**src/rtl/dsp_sys_arr_pkg.sv**
```systemverilog
// Shared types for the dsp_sys_arr datapath: FIFO word type and the
// tile-reader state encoding.
package dsp_sys_arr_pkg;

  localparam int unsigned WORD_W = 16;

  typedef logic [WORD_W-1:0] word_t;

  typedef enum logic [1:0] {
    IDLE,
    STREAM,
    FLUSH
  } rd_state_t;

endpackage

```
**src/rtl/FIFO_if.sv**
```systemverilog
// FIFO access bundle: first-word-fall-through read side plus push side.
interface FIFO_if
  import dsp_sys_arr_pkg::*;
#(
  parameter int unsigned SIZE = 16,
  parameter int unsigned BW   = 1
);

  logic                      push;
  logic                      pop;
  logic                      is_full;
  logic                      is_empty;
  word_t [BW-1:0]            dat_in;
  word_t [BW-1:0]            dat_out;
  logic [$clog2(SIZE+1)-1:0] ocp;

  modport master (
    output push, pop, dat_in,
    input  is_full, is_empty, dat_out, ocp
  );

endinterface

```
**src/rtl/stream_skid2.sv**
```systemverilog
// Generic 2-entry valid/ready buffer; entry e0 is always the head.
module stream_skid2 #(
  parameter type T = logic
) (
  input  logic       clk,
  input  logic       rst_n,
  input  logic       clear,
  input  logic       in_valid,
  input  T           in_data,
  input  logic       out_ready,
  output logic       out_valid,
  output T           out_data,
  output logic [1:0] count
);

  T           e0;
  T           e1;
  logic [1:0] cnt;
  logic       accept;

  assign accept    = (cnt != 2'd0) && out_ready;
  assign out_valid = (cnt != 2'd0);
  assign out_data  = e0;
  assign count     = cnt;

  // Caller never pushes while cnt==2, so no overflow handling here.
  always_ff @(posedge clk or negedge rst_n) begin
    if (!rst_n) begin
      e0  <= '0;
      e1  <= '0;
      cnt <= 2'd0;
    end else if (clear) begin
      e0  <= '0;
      e1  <= '0;
      cnt <= 2'd0;
    end else begin
      case ({in_valid, accept})
        2'b10: begin
          if (cnt == 2'd0) e0 <= in_data;
          else             e1 <= in_data;
          cnt <= cnt + 2'd1;
        end
        2'b01: begin
          e0  <= e1;
          cnt <= cnt - 2'd1;
        end
        2'b11: begin
          if (cnt == 2'd1) begin
            e0 <= in_data;
          end else begin
            e0 <= e1;
            e1 <= in_data;
          end
        end
        default: ;
      endcase
    end
  end

endmodule

```
**src/rtl/fifo_stream_reader.sv**
```systemverilog
// Drains one tile of tile_len beats from a FWFT FIFO and presents it as a
// valid/ready stream with a last-beat flag.
module fifo_stream_reader
  import dsp_sys_arr_pkg::*;
#(
  parameter int unsigned SIZE  = 16,
  parameter int unsigned BW    = 1,
  parameter int unsigned LEN_W = 16
) (
  input  logic             CLK,
  input  logic             nRST,
  FIFO_if.master           fif,
  input  logic             start,
  input  logic [LEN_W-1:0] tile_len,
  input  logic             abort,
  output logic             out_valid,
  input  logic             out_ready,
  output word_t [BW-1:0]   out_data,
  output logic             out_last,
  output logic             busy,
  output logic             done
);

  typedef struct packed {
    word_t [BW-1:0] data;
    logic           last;
  } beat_t;

  rd_state_t        state;
  rd_state_t        state_nx;
  logic [LEN_W-1:0] len;
  logic [LEN_W-1:0] popped;
  logic [LEN_W-1:0] sent;
  logic [1:0]       buf_cnt;
  logic             do_pop;
  logic             accept;
  logic             finish;
  logic             cancel;
  logic             done_nx;
  beat_t            in_beat;
  beat_t            head;

  logic [$clog2(SIZE+1)-1:0] unused_ocp;
  logic                      unused_full;
  assign unused_ocp  = fif.ocp;
  assign unused_full = fif.is_full;

  assign cancel  = abort && (state != IDLE);
  assign do_pop  = (state == STREAM) && !fif.is_empty && (popped != len) &&
                   (buf_cnt < 2'd2) && !abort;
  assign accept  = out_valid && out_ready;
  // Completion is taken from the accept of the final beat so that done
  // lands one cycle after it rather than a cycle later via FLUSH.
  assign finish  = accept && (sent == len - 1'b1) && (state != IDLE);

  assign in_beat.data = fif.dat_out;
  assign in_beat.last = (popped == len - 1'b1);

  assign fif.pop    = do_pop;
  assign fif.push   = 1'b0;
  assign fif.dat_in = '0;

  assign out_data = head.data;
  assign out_last = head.last;
  assign busy     = (state != IDLE);

  always_comb begin
    state_nx = state;
    done_nx  = 1'b0;
    case (state)
      IDLE: begin
        if (start) begin
          if (tile_len != '0) state_nx = STREAM;
          else                done_nx  = 1'b1;
        end
      end
      STREAM: begin
        if (finish) begin
          state_nx = IDLE;
          done_nx  = 1'b1;
        end else if (popped == len) begin
          state_nx = FLUSH;
        end
      end
      FLUSH: begin
        if (finish) begin
          state_nx = IDLE;
          done_nx  = 1'b1;
        end
      end
      default: state_nx = IDLE;
    endcase
    if (cancel) begin
      state_nx = IDLE;
      done_nx  = 1'b0;
    end
  end

  always_ff @(posedge CLK or negedge nRST) begin
    if (!nRST) begin
      state  <= IDLE;
      done   <= 1'b0;
      len    <= '0;
      popped <= '0;
      sent   <= '0;
    end else begin
      state <= state_nx;
      done  <= done_nx;
      if (state == IDLE) begin
        if (start && (tile_len != '0)) begin
          len    <= tile_len;
          popped <= '0;
          sent   <= '0;
        end
      end else if (state_nx == IDLE) begin
        len    <= '0;
        popped <= '0;
        sent   <= '0;
      end else begin
        if (do_pop) popped <= popped + 1'b1;
        if (accept) sent   <= sent + 1'b1;
      end
    end
  end

  stream_skid2 #(
    .T (beat_t)
  ) u_buf (
    .clk       (CLK),
    .rst_n     (nRST),
    .clear     (cancel),
    .in_valid  (do_pop),
    .in_data   (in_beat),
    .out_ready (out_ready),
    .out_valid (out_valid),
    .out_data  (head),
    .count     (buf_cnt)
  );

endmodule

```
**src/flat_wrapper.sv**
```systemverilog
// flat-port wrapper written by rule: the top's interface ports become plain ports
module fifo_stream_reader_flat import dsp_sys_arr_pkg::*;
#(
  parameter int unsigned SIZE  = 16,
  parameter int unsigned BW    = 1,
  parameter int unsigned LEN_W = 16
)
  (CLK, nRST, start, tile_len, abort, out_valid, out_ready, out_data, out_last, busy, done, fif_push, fif_pop, fif_dat_in, fif_is_full, fif_is_empty, fif_dat_out, fif_ocp);
  FIFO_if #(.SIZE(SIZE), .BW(BW)) fif_i ();
  input  logic CLK;
  input  logic nRST;
  input  logic start;
  input  logic [LEN_W-1:0] tile_len;
  input  logic abort;
  output logic out_valid;
  input  logic out_ready;
  output word_t [BW-1:0] out_data;
  output logic out_last;
  output logic busy;
  output logic done;
  output wire logic [$bits(fif_i.push)-1:0] fif_push;
  output wire logic [$bits(fif_i.pop)-1:0] fif_pop;
  output wire logic [$bits(fif_i.dat_in)-1:0] fif_dat_in;
  input wire logic [$bits(fif_i.is_full)-1:0] fif_is_full;
  input wire logic [$bits(fif_i.is_empty)-1:0] fif_is_empty;
  input wire logic [$bits(fif_i.dat_out)-1:0] fif_dat_out;
  input wire logic [$bits(fif_i.ocp)-1:0] fif_ocp;
  assign fif_push = fif_i.push;
  assign fif_pop = fif_i.pop;
  assign fif_dat_in = fif_i.dat_in;
  assign fif_i.is_full = fif_is_full;
  assign fif_i.is_empty = fif_is_empty;
  assign fif_i.dat_out = fif_dat_out;
  assign fif_i.ocp = fif_ocp;
  fifo_stream_reader #(.SIZE(SIZE), .BW(BW), .LEN_W(LEN_W)) u_core (.CLK(CLK), .nRST(nRST), .fif(fif_i), .start(start), .tile_len(tile_len), .abort(abort), .out_valid(out_valid), .out_ready(out_ready), .out_data(out_data), .out_last(out_last), .busy(busy), .done(done));
endmodule
```
**config.mk**
```make
export PLATFORM = sky130hd
export DESIGN_NAME = fifo_stream_reader_flat
export DESIGN_NICKNAME = d
export VERILOG_FILES = /design/src/rtl/dsp_sys_arr_pkg.sv /design/src/rtl/FIFO_if.sv /design/src/rtl/stream_skid2.sv /design/src/rtl/fifo_stream_reader.sv /design/src/flat_wrapper.sv
export SDC_FILE = /design/constraint.sdc
export NUM_CORES = 1
export LEC_CHECK = 0
export CORE_AREA = 2 2 93 131
export DETAILED_ROUTE_END_ITERATION = 6
export DIE_AREA = 0 0 95 133
export DONT_BUFFER_PORTS = 1
export HOLD_SLACK_MARGIN = 0.02
export PLACE_DENSITY_LB_ADDON = 0.05
export REMOVE_ABC_BUFFERS = 1
export SLEW_MARGIN = 20
export SYNTH_ARGS = -nofsm -noshare
export SYNTH_HDL_FRONTEND = slang
export SYNTH_HIERARCHICAL = 1
export SYNTH_SLANG_ARGS = --single-unit
```
**constraint.sdc**
```tcl
create_clock -name CLK -period 6.2 [get_ports CLK]
set_input_delay 1.86 -clock CLK [delete_from_list [all_inputs] [get_ports CLK]]
set_output_delay 1.86 -clock CLK [all_outputs]
set_load 0.01 [all_outputs]
```
# Word-level counts from Yosys, hierarchy flattened
# Index checks and enable logic that the tools add are counted.
totals:
  reg_bits: 87
  output_inout_bits: 38
  word_cells: 91
classes:
  addsub: 5
  magnitude_cmp: 1
  eq_ne: 14
  muxes: 32
  n_reduce_logical: 29
ops:
  columns: ["cell", "count"]
  rows:
  - ["$mux 16", 10]
  - ["$mux 17", 6]
  - ["$pmux 17 s3", 1]
  - ["$eq 16x16->1", 3]
  - ["$pmux 17 s2", 1]
  - ["$add 16x1->16 const B", 2]
  - ["$ne 16x16->1", 1]
  - ["$reduce_bool 16->1", 1]
  - ["$sub 16x1->16 const B", 1]
  - ["$mux 2", 7]
  - ["$reduce_bool 3->1", 4]
  - ["$logic_and 1x1->1", 9]
  - ["$ne 3x2->1 const B", 3]
  - ["$reduce_and 2->1", 4]
  - ["$eq 2x1->1 const B", 3]
  - ["$eq 2x2->1 const B", 3]
  - ["$logic_not 2->1", 3]
  - ["$pmux 2 s3", 1]
  - ["$reduce_bool 2->1", 3]
  - ["$mux 1", 4]
  - ["$pmux 2 s2", 1]
  - ["$reduce_bool 4->1", 1]
  - ["$reduce_and 3->1", 1]
  - ["$add 2x1->2 const B", 1]
  - ["6 further kinds", 7]

# Depth between registers and ports, before layout
# Gate-level depths: netlist (run 1).
logic_depth:
  word_depth: 10
  mapped_depth: 14
  ltp_nobuf: 13

# By module
# Netlist (run 1), hierarchy kept.
by_module_without_submodules:
  columns: ["module", "instances", "cells_each", "area_each_um2", "seq_area_each_um2"]
  rows:
  - ["fifo_stream_reader", 1, 429, 3782.4, 1276.2]
  - ["stream_skid2", 1, 199, 2173.3, 900.9]

# Worst setup path after synthesis (run 1)
# OpenSTA, ideal clock, no wires.
synth_path:
  kind: "input-to-output"
  start: "input port abort"
  end: "output port fif_pop"
  t_arrival_ps: 2398
  required_time_ps: 4340
  path_slack_ps: 1942
  path_stages: 3
  n_path_buf: 0
  cell_sequence: "nor3_1 nand3_1 inv_1"
synth_between:
  elab_chain_cells: 2
synth_rtl:
  columns: ["item", "line", "rtl"]
  rows:
  - ["start, declared", "flat_wrapper.sv:14", "input logic abort;"]
  - ["$logic_not 1->1", "fifo_stream_reader.sv:50", "(buf_cnt < 2'd2) && !abort;"]
  - ["$logic_and 1x1->1", "fifo_stream_reader.sv:50", null]
  - ["end, declared", "flat_wrapper.sv:22", "output wire logic [$bits(fif_i.pop)-1:0] fif_pop;"]
# Every way passes these cells.

# Worst setup path in the final report (run 1)
# Same ends and word-level chain as after synthesis.

==> results.md, run 1 <==
* Synth Warn # at 6
* CP arrival at about 2.5 ns
* Vias at around 4500
* Placed Cells at 737
* Ys flop type: dfrtp_1
* Critical path's top delay family: simple AND/OR/NAND/NOR gates
* Final setup vio count at 0
* Post-synth ARST share at 100.0%
* Final antenna-violating net count at 0
* Post-Layout Cell Count at approximately 750
* TritonCTS clock tree: yes
* Worst Setup End Kind: primary output
* Total Wirelength at roughly 15 mm
* Ratio of cells with drive above 1 in the final layout at 11.72%
* NetSw at 1046 uW
* Layout area overhead at 4.202%
* Drt wl/cell at 19.34 um
* Initial Util at between 50 and 60%
* Core Util, Final at a little over half
* Clk network pwr share at about a quarter
* Clk sinks at slightly below 90
* Die W at between 90 and 100 um
* Resized cells post-CTS at 0
* Comb pwr share at between 40 and 50%
* Largest net degree at the start of global routing at 88
* Post-synth EDFFs at 0
* Row count at 47
* Final hold viol count at 0
* Largest area contributor in the netlist: dfrtp_1
* GRT Residual Overflow at 0
* Peak VDD IR at roughly 180 uV
* WP buf/inv at 1
* CP startpoint kind: input pin
* CP max stage delay at ~0.24 ns
* CP cell instances: nor3_1 -> nand3_1 -> inv_1
* Antenna diode count at 0
* # Post-CTS Setup Buffers at 0
* Seq pwr share at around 34%
* Share of the synthesized area in the top cell type at 36.55%
* I/O Buffers at 0
* Tot GR Track Use at 23.73%
* Max Used Layer: met4
* RSZ-0062 raised after global routing: no
* CP max FO at 5
* Routability cong. at 0.8412
* Leakage power at around 0.0026 uW
* CTS max path bufs at 2
* Die ar. at about 13000 um^2
* Sequential area share after synthesis at 36.55%
* Max Cap Violations at 0
* Ranking of synthesized cells by area: dfrtp_1 (37%), xnor2_1 (5.6%), xor2_1 (5.1%)
* Initial antenna violation count at 0
* Design Area, Final at slightly above 6000 um^2
* CP Class: input pin to primary output
* Synthesis-stage register bit count at 87
* DRT iter0 DRCs at around 200
* CTS buffer count at 9
* Vias per Instance at about 6.0
* Worst slew pin tran at slightly below 0.9 ns
* H-tree depth at 3
* Unique masters post-synth at between 60 and 70
* CTS clk-pin slew, worst paths at 0.06 ns
* Crit share post-route at 70.40%
* HP Class: flip-flop to flip-flop
* Cts hold-fix bufs at 0
* Met3 WL post-DR at 604 um
* First-pass GRT wire length at around 23 mm
* Status: complete, no violations
* Fmax achieved at ~0.23 GHz
* DRT Pass-1 Iters at 5
* Max-slew headroom at the worst pin at between 40% and 50%
* Synth Instances at ~630
* Pint at ~1600 uW
* Total I/O pin count at 82
* Mapped cell area at around 6000 um^2
* Nets@finish at 658
* Worst Skew at roughly 0.0064 ns
* Min cycle time layout at approximately 4.4 ns
* DR DRC count at 0
* Worst EP required at about 4.3 ns
* Cell Pwr Density at between 400 and 500 nW/um^2
* Post-detail-place hpwl at 10.66 mm
* CP max stage cell: inv_1
* Pins Over Slew Limit at 0
* Die Height at about 130 um
* Routed length on met1 at around 5.6 mm
* Vias in the first global route at 4518
* Setup TNS at 0 ns
* Core outline area at approximately 12000 um^2
* WL met2 at 7.948 mm
* Net Sw Frac at around 40%
* Dpl cell area at between 5000 and 6000 um^2
* Synth Area per Inst at between 9 and 10 um^2
* Worst skew pair latency at around 0.34 ns
* Root Driver: clkbuf_16
==> power groups by stage <==
stage	logic (uW)	clock network, uW	registers [uW]
final	1080	639	887
after global routing	1180	686	908
after CTS	1080	657	887
after detailed placement	1080	0	898
after global placement	1050	0	889
after floorplan	850	0	838
==> cell type report <==
type | count | area (um^2)
flip-flops and latches | 87 | 2177
inverters | 15 | 56.30
clock inverters | 5 | 103.9
repair buffers | 4 | 30.03
clock buffers | 11 | 252.7
multi-input cells | 484 | 3402
well taps | 147 | 183.9
fillers | 1074 | 5379
==> synth_stat cells, types with 2 or more instances <==
| library cell | count |
|---|---|
| dfrtp_1 | 87 |
| o21ai_0 | 36 |
| clkbuf_1 | 13 |
| and3_1 | 8 |
| nor2b_1 | 5 |
| mux2_2 | 15 |
| or2_2 | 3 |
| nor4_1 | 6 |
| and2_1 | 20 |
| ha_1 | 13 |
| nor3_1 | 9 |
| o211ai_1 | 2 |
| mux2_4 | 2 |
| or4_1 | 5 |
| a211oi_1 | 5 |
| xor2_1 | 35 |
| buf_6 | 9 |
| nand2_1 | 30 |
| nor3b_1 | 4 |
| a31oi_1 | 3 |
| nand3_1 | 45 |
| nand4_1 | 11 |
| nor3_2 | 3 |
| a221oi_1 | 7 |
| a22oi_1 | 2 |
| mux2i_1 | 14 |
| clkbuf_2 | 2 |
| nor2_1 | 51 |
| or4_4 | 2 |
| buf_4 | 20 |
| o2bb2ai_1 | 17 |
| buf_2 | 14 |
| nor4_4 | 2 |
| o21ai_1 | 7 |
| a21oi_1 | 26 |
| and4_1 | 2 |
| inv_1 | 15 |
| a221oi_2 | 10 |
| a22o_1 | 2 |
| xnor2_1 | 38 |
==> layer usage <==
| metal | up-vias | track usage (%) |
|---|---|---|
| met3 | 30 | 4.157 |
| met5 | - | 0 |
| li1 | 2149 | - |
| met1 | 2232 | 26.86 |
| met2 | 107 | 43.70 |
| met4 | 0 | 8.293 |
==> stage by stage <==
| step | setup slack, ns | hold WS (ns) | power [uW] |
|---|---|---|---|
| 2_1_floorplan | 1.780 | 0.5219 | 1688 |
| 3_3_place_gp | 1.816 | 0.5343 | 1941 |
| 3_5_place_dp | 1.802 | 0.5403 | 1977 |
| 4_1_cts | 1.825 | 0.5570 | 2628 |
| 5_1_grt | 1.698 | 0.5715 | 2776 |
| 6_report | 1.835 | 0.5551 | 2605 |
==> flip-flops by register name (all words and copies together) (netlist names) <==
| register | flops |
|---|---|
| u_core/u_buf/e1 | 17 |
| u_core/state | 2 |
| u_core/done | 1 |
| u_core/u_buf/out_data | 17 |
| u_core/sent | 16 |
| u_core/popped | 16 |
| u_core/u_buf/count | 2 |
| u_core/len | 16 |
==> final timing paths <==
kind,start,to,slack [ns],cells after the start
max in group asynchronous,nRST,u_core/sent[2],4.86,0
hold / removal,u_core/u_buf/out_data[1],u_core/u_buf/out_data[1],0.56,1
setup reg to reg,u_core/len[0],u_core/len[1],2.19,11
setup / recovery,abort,fif_pop,1.84,3
min in group asynchronous,nRST,u_core/u_buf/out_data[4],1.21,0
hold reg to reg,u_core/u_buf/out_data[1],u_core/u_buf/out_data[1],0.56,1
==> kinds of logic after synthesis <==
logic type / synth area share [%]
other cells: 0.06296
fa+ha+maj: 2.731
mux: 5.693
flops: 36.55
simple gates: 20.55
compound gates: 15.97
xor+xnor: 11.11
buf+inv: 7.332
==> layout by cell type (no fill, tap or decap), types with 17 or more instances in the layout <==
cell type	Yosys	routed
dfrtp_1	87	87
xnor2_1	38	38
xor2_1	35	35
nand3_1	45	45
o21ai_0	36	36
conb_1	1	17
and2_1	20	20
o2bb2ai_1	17	17
nand2_1	30	30
a21oi_1	26	26
nor2_1	51	51
Power figures use the tool's default switching activity.
==> inputs of run 2 (changes only) <==
ABC_AREA = 1   (was default)
CORE_AREA = 2 2 95 134   (was 2 2 93 131)
DIE_AREA = 0 0 97 136   (was 0 0 95 133)
clock period = 4.35 ns   (was 6.2 ns; I/O delays follow)
==> run 2 against run 1 <==
Effect of this change:
- power increased by 60%
- clock skew shrank 0.0019 ns
- via count rose by 21%
- area after synthesis is 5.3% higher
- clock power increased by 25%
- critical path depth did not move
- cell count rose by 33%
- sequential share of layout area fell by 2.1 points
- critical path type unchanged
- critical endpoint unchanged
- highest routed layer unchanged
==> results.md, run 2 <==
* DRT iter0 DRCs at 240 (+18%)
* Resized cells post-CTS at 0 (unchanged)
* Fin Hold WS at 0.4829 ns (-0.07224 ns)
* Leakage power at 0.003626 uW (+40%)
* CP max FO at 4 (-1)
* I/O Buffers at 0 (unchanged)
* Vias in the first global route at 5364 (+19%)
* Root Driver: clkbuf_16
* Filler instances at 1225 (+14%)
* Commonest non-fill, non-tap cell in the layout: nand2_1
* Crit share post-route at between 70% and 80%
* H-tree depth at 3 (unchanged)
* Die Height at 136 um (+2.3%)
* Dpl ws at 0.8716 ns (-0.9300 ns)
* Drt wl/cell at 16.28 um (-16%)
* Synthesis-stage register bit count at 87 (unchanged)
* WP buf/inv at 1 (unchanged)
* CP cell instances: nor3_1 -> nand3_1 -> inv_1
* Worst Setup End Kind: primary output
* Total Wirelength at 16.35 mm (+12%)
* CP startpoint kind: input pin
* Ratio of cells with drive above 1 in the final layout at 9.368% (-2.3 points)
* Antenna diode count at 0 (unchanged)
* Max-slew headroom at the worst pin at 49.99% (+9.4 points)
* Largest net degree at the start of global routing at 88 (unchanged)
* Unique masters post-synth at 39 (-43%)
* DR DRC count at 0 (unchanged)
* Setup TNS at 0 ns (unchanged)
* Die W at 97 um (+2.1%)
* Worst Skew at 0.004512 ns (-0.001857 ns)
* CTS buffer count at 9 (unchanged)
* CP Class: input pin to primary output
* Final setup vio count at 0 (unchanged)
* Worst setup margin at 0.9488 ns (-0.8865 ns)
* Synth Area per Inst at 7.303 um^2 (-23%)
* # Post-CTS Setup Buffers at 0 (unchanged)
* Fmax achieved at ~0.29 GHz
* Total I/O pin count at 82 (unchanged)
* CP Launch Point: abort
* Cell Pwr Density at 630.6 nW/um^2 (+50%)
* Share of the synthesized area in the top cell type at 34.70% (-1.9 points)
* Initial antenna violation count at 0 (unchanged)
* Synth Warn # at 6 (unchanged)
* Hold Crit Start: u_core/u_buf/e1[16]
* RSZ-0062 raised after global routing: no
* Worst EP required at 3.04 ns (-1.30 ns)
* CTS clk-pin slew, worst paths at 0.07 ns (about the same)
* Row count at 48 (+2.1%)
* Routability cong. at 0.9232 (+9.7%)
* CP max stage delay at 0.27 ns (+0.03 ns)
* Cts hold-fix bufs at 0 (unchanged)
* Clk sinks at 87 (unchanged)
* Critical path's top delay family: simple AND/OR/NAND/NOR gates
* Mapped cell area at 6274 um^2 (+5.3%)
* TritonCTS clock tree: yes
* Max Cap Violations at 0 (unchanged)
* Synth Instances at 859 (+37%)
* Nets@finish at 906 (+38%)
* Vias per Instance at 5.463 (-8.9%)
* Ranking of synthesized cells by area: dfrtp_1 (35%), nand2_1 (17%), xor2_1 (7.0%)
* Worst reg2reg startpoint: u_core/len[3]
* Min cycle time layout at 3.401 ns
* Post-detail-place hpwl at 11.88 mm (+11%)
* Post-synth ARST share at 100.0% (unchanged)
* Ys flop type: dfrtp_1
* Largest area contributor in the netlist: dfrtp_1
* Final hold viol count at 0 (unchanged)
* Count leader, synth: nand2_1
* Status: complete, no violations
* Worst skew pair latency at 0.34 ns (about the same)
* Core outline area at 12070 um^2 (+4.2%)
* DRT Pass-1 Iters at 5 (unchanged)
* HP Class: flip-flop to flip-flop
* Pins Over Slew Limit at 0 (unchanged)
* CP arrival at 2.10 ns (-0.40 ns)
* Initial Util at 51.97% (+0.56 points)
* Sequential area share after synthesis at 34.70% (-1.9 points)
* Commonest cells in the netlist: nand2_1 (291), inv_1 (88), dfrtp_1 (87)
* First-pass GRT wire length at 26.67 mm (+14%)
* CTS max path bufs at 2 (unchanged)
* Peak VDD IR at 253.7 uV (+44%)
* Most frequent cells in the layout: nand2_1 (291), inv_1 (88), dfrtp_1 (87), nor2_1 (59), nand3_1 (56)
* Final antenna-violating net count at 0 (unchanged)
* Layout area overhead at 5.245%
* Vias at 5485 (+21%)
* Worst slew pin tran at 0.7494 ns (-0.1421 ns)
* Die ar. at 13190 um^2 (+4.4%)
* Tot GR Track Use at 25.13% (+1.4 points)
* GRT Residual Overflow at 0 (unchanged)
* Post-synth EDFFs at 0 (unchanged)
* CP max stage cell: nor3_1
-- run 2: cell types whose count changed after synthesis, moves of 14 or more --
cell       previous run  this run
and2_1               20         1
mux2i_1              14         0
xnor2_1              38        14
o2111ai_1             1        28
xor2_1               35        50
inv_1                15        88
o2bb2ai_1            17         0
a21oi_1              26        10
mux2_2               15         0
nand2_2               0        17
nand2_1              30       291
o21ai_0              36         4
-- run 2: final timing paths --
check / end / cells after the start / slack [ns]
worst max-delay path: fif_pop / 3 / 0.95
worst min-delay path: u_core/u_buf/e1[16] / 2 / 0.48
worst max register to register: u_core/u_buf/out_data[0] / 14 / 1.19
worst min register to register: u_core/u_buf/e1[16] / 2 / 0.48
max in group asynchronous: u_core/sent[11] / 0 / 3.55
min in group asynchronous: u_core/u_buf/out_data[14] / 0 / 0.65
-- run 2: power breakdown --
group,total [uW],switching [uW],internal [uW]
clock network,797,348,449
logic,2090,1430,659
registers,1270,256,1020
total,4160,2040,2130
-- run 2: area by class of cell --
cell class / count / area (um^2) / share of cell area (%)
clock buffers: 10 / 229.0 / 3.468
clock inverters: 6 / 67.56 / 1.023
inverters: 94 / 352.8 / 5.344
multi-input cells: 648 / 3521 / 53.33
flip-flops and latches: 87 / 2177 / 32.97
well taps: 150 / 187.7 / 2.843
repair buffers: 9 / 67.56 / 1.023
-- run 2: logic make-up (layout without fill, tap and decap cells) --
kind of cell             count (synthesis)  after routing  share of synthesized area (%)
flip-flops                              87             87                          34.70
AO/OA/AOI/OAI                           52             52                          6.322
adder cells (fa/ha/maj)                 13             13                          2.593
other                                    1             17                        0.05978
AND/OR/NAND/NOR                        502            502                          37.10
buffers and inverters                  140            119                          10.29
XOR/XNOR                                64             64                          8.935
-- run 2: tightest hold or removal path, stage by stage (launching register included) --
cell	delay, ns
dfrtp_1	0.34
nand2_1	0.06
nand2_1	0.05
-- run 2: per-stage QoR --
stage	instances	total power (uW)	utilization, %	area [um^2]
CTS	1004	4187	54.67	6600
detailed placement	988	3377	52.22	6304
global placement	988	3322	52.20	6301
floorplan	829	2793	-	6041
global route	1004	4492	54.70	6603
finish	1004	4164	54.70	6603
-- run 2: per-layer routing --
layer / track usage, % / vias to the layer above / wire [um]
li1: - / 2695 / -
met1: 28.03 / 2629 / 6425
met2: 46.80 / 128 / 8913
met3: 4.010 / 33 / 574
met4: 11.50 / 0 / 437
met5: 0 / - / 0
==> inputs of run 3 (changes only) <==
clock period = 3.15 ns   (was 4.35 ns; I/O delays follow)
==> run 3 against run 2 <==
Effect of this change:
- sequential share of layout area fell by 0.39 points
- sequential power up 39%
- clock-buffer cell count did not move
- register-to-register slack worse by 0.92 ns
- worst setup slack got worse by 0.77 ns
- design area grew 1.2%
- utilization up 0.65 points
- worst hold slack worse by 0.19 ns
- clock skew increased by 0.0015 ns
- global-route usage about the same
- first-iteration DRC count increased by 22%
- combinational power is 42% higher
- largest power group unchanged
- highest routed layer unchanged
==> results.md, run 3 (synthesized netlist as in run 2, its figures left out) <==
* Status: complete, no violations
* Design Area, Final at 6681 um^2 (+1.2%)
* DRT Pass-1 Iters at 7 (+2)
* Worst Setup End Kind: primary output
* Root Driver: clkbuf_16
* Core outline area at 12070 um^2 (unchanged)
* Reg2reg setup slack at 0.27 ns (-0.92 ns)
* CTS buffer count at 9 (unchanged)
* Final antenna-violating net count at 0 (unchanged)
* HP Class: input pin to asynchronous set/reset pin
* Clk sinks at 87 (unchanged)
* H-tree depth at 3 (unchanged)
* DRT iter0 DRCs at 292 (+22%)
* DR DRC count at 0 (unchanged)
* Max-slew headroom at the worst pin at 25.93% (-24 points)
* GRT Residual Overflow at 0 (unchanged)
* I/O Buffers at 0 (unchanged)
* Nets@finish at 914 (+0.88%)
* Final setup vio count at 0 (unchanged)
* CP arrival at 2.02 ns (-0.08 ns)
* CTS max path bufs at 2 (unchanged)
* Initial Util at 51.97% (unchanged)
* Most frequent cells in the layout: nand2_1 (291), inv_1 (87), dfrtp_1 (87), nor2_1 (60), nand3_1 (56)
* First-pass GRT wire length at 26.66 mm (about the same)
* Min cycle time layout at approximately 3.0 ns
* Max Cap Violations at 0 (unchanged)
* Register area at 2177 um^2 (unchanged)
* Worst Skew at 0.005968 ns (+0.001456 ns)
* Vias at 5471 (-0.26%)
* Routability cong. at 0.8868 (-3.9%)
* Worst skew pair latency at 0.34 ns (about the same)
* TritonCTS clock tree: yes
* Pins Over Slew Limit at 0 (unchanged)
* Largest net degree at the start of global routing at 88 (unchanged)
* RSZ-0062 raised after global routing: no
* Die W at 97 um (unchanged)
* Drt wl/cell at 16.05 um (-1.4%)
* Layout area overhead at 6.502%
* Post-Layout Cell Count at 1012 (+0.80%)
* Post-detail-place hpwl at 11.88 mm (about the same)
* Multi-input logic area at 3521 um^2 (unchanged)
* Cts hold-fix bufs at 0 (unchanged)
* Crit share post-route at 94.27%
* Fmax achieved at roughly 0.34 GHz
* Vias in the first global route at 5410 (+0.86%)
* Worst slew pin tran at 1.107 ns (+0.3576 ns)
* Leakage power at 0.003673 uW (+1.3%)
* R2R cell count at 19 (+5)
* CP max FO at 6 (+2)
* Worst EP required at 2.20 ns (-0.84 ns)
* Commonest non-fill, non-tap cell in the layout: nand2_1
* Total Power at 5852 uW (+41%)
* Ratio of cells with drive above 1 in the final layout at 10.32% (+0.96 points)
* Row count at 48 (unchanged)
* Initial antenna violation count at 0 (unchanged)
* Die Height at 136 um (unchanged)
* Dpl cell area at 6376 um^2 (+1.2%)
* Cell Pwr Density at 875.9 nW/um^2 (+39%)
* CTS clk-pin slew, worst paths at 0.07 ns (about the same)
* Peak VDD IR at 425.7 uV (+68%)
* Total Wirelength at 16.24 mm (-0.66%)
* Vias per Instance at 5.406 (-1.0%)
* Total I/O pin count at 82 (unchanged)
* Filler instances at 1158 (-5.5%)
* Tot GR Track Use at 25.18% (+0.047 points)
* Worst reg2reg startpoint: u_core/u_buf/count[0]
* Die ar. at 13190 um^2 (unchanged)
* Final hold viol count at 0 (unchanged)
* RR Endpoint: u_core/len[12]
* Core Util, Final at 55.35% (+0.65 points)
* CP startpoint kind: flip-flop
* Fin Hold WS at 0.2902 ns (-0.1927 ns)
* CP Class: flip-flop to primary output
* Antenna diode count at 0 (unchanged)
* Placed Cells at 996 (+0.81%)
-- run 3: repair_timing --
item                                    in CTS  in global routing
endpoints found under the setup margin       0                 21
gates resized for setup                      0                  2
setup buffers                                0                  0
-- run 3: critical path: stages (launching register included) --
cell     delay (ns)
dfrtp_1        0.49
xor2_1         0.23
a21oi_1        0.14
nand2_1        0.07
nor2_1         0.25
nand2_1        0.12
nand3_1        0.20
inv_1          0.19
-- run 3: stage by stage --
step                setup WS (ns)  setup TNS [ns]
detailed placement        -0.1183          -1.835
global placement         -0.07958          -1.328
CTS                        0.1442               0
global route              0.03932               0
finish                     0.1806               0
floorplan                  0.1215               0
-- run 3: report_power, final --
part	switching (uW)	internal, uW
registers	356	1410
logic	1990	981
clock network	491	629
-- run 3: final cells by class --
class | count | area share, %
Clock buffer | 10 | 3.427
Clock inverter | 6 | 1.105
Inverter | 94 | 5.281
Tap cell | 150 | 2.809
Multi-Input combinational cell | 648 | 52.70
Timing Repair Buffer | 17 | 2.097
Sequential cell | 87 | 32.58
-- run 3: worst max-delay path by stage --
stage | startpoint | end | slack (ns) | cells after the start
2_1_floorplan | abort | u_core/popped[7] | 0.12 | 9
3_3_place_gp | tile_len[0] | u_core/len[8] | -0.08 | 12
3_5_place_dp | tile_len[0] | u_core/len[12] | -0.12 | 12
4_1_cts | u_core/len[3] | fif_pop | 0.14 | 7
5_1_grt | u_core/u_buf/count[0] | u_core/len[12] | 0.04 | 19
6_report | u_core/len[3] | fif_pop | 0.18 | 7
-- run 3: layer usage --
metal | GRT usage [%] | vias up | share of wire [%]
li1 | - | 2703 | -
met3 | 3.548 | 36 | 4.0
met1 | 27.52 | 2603 | 40
met2 | 46.80 | 129 | 53
met5 | 0 | - | 0
met4 | 13.77 | 0 | 3.1
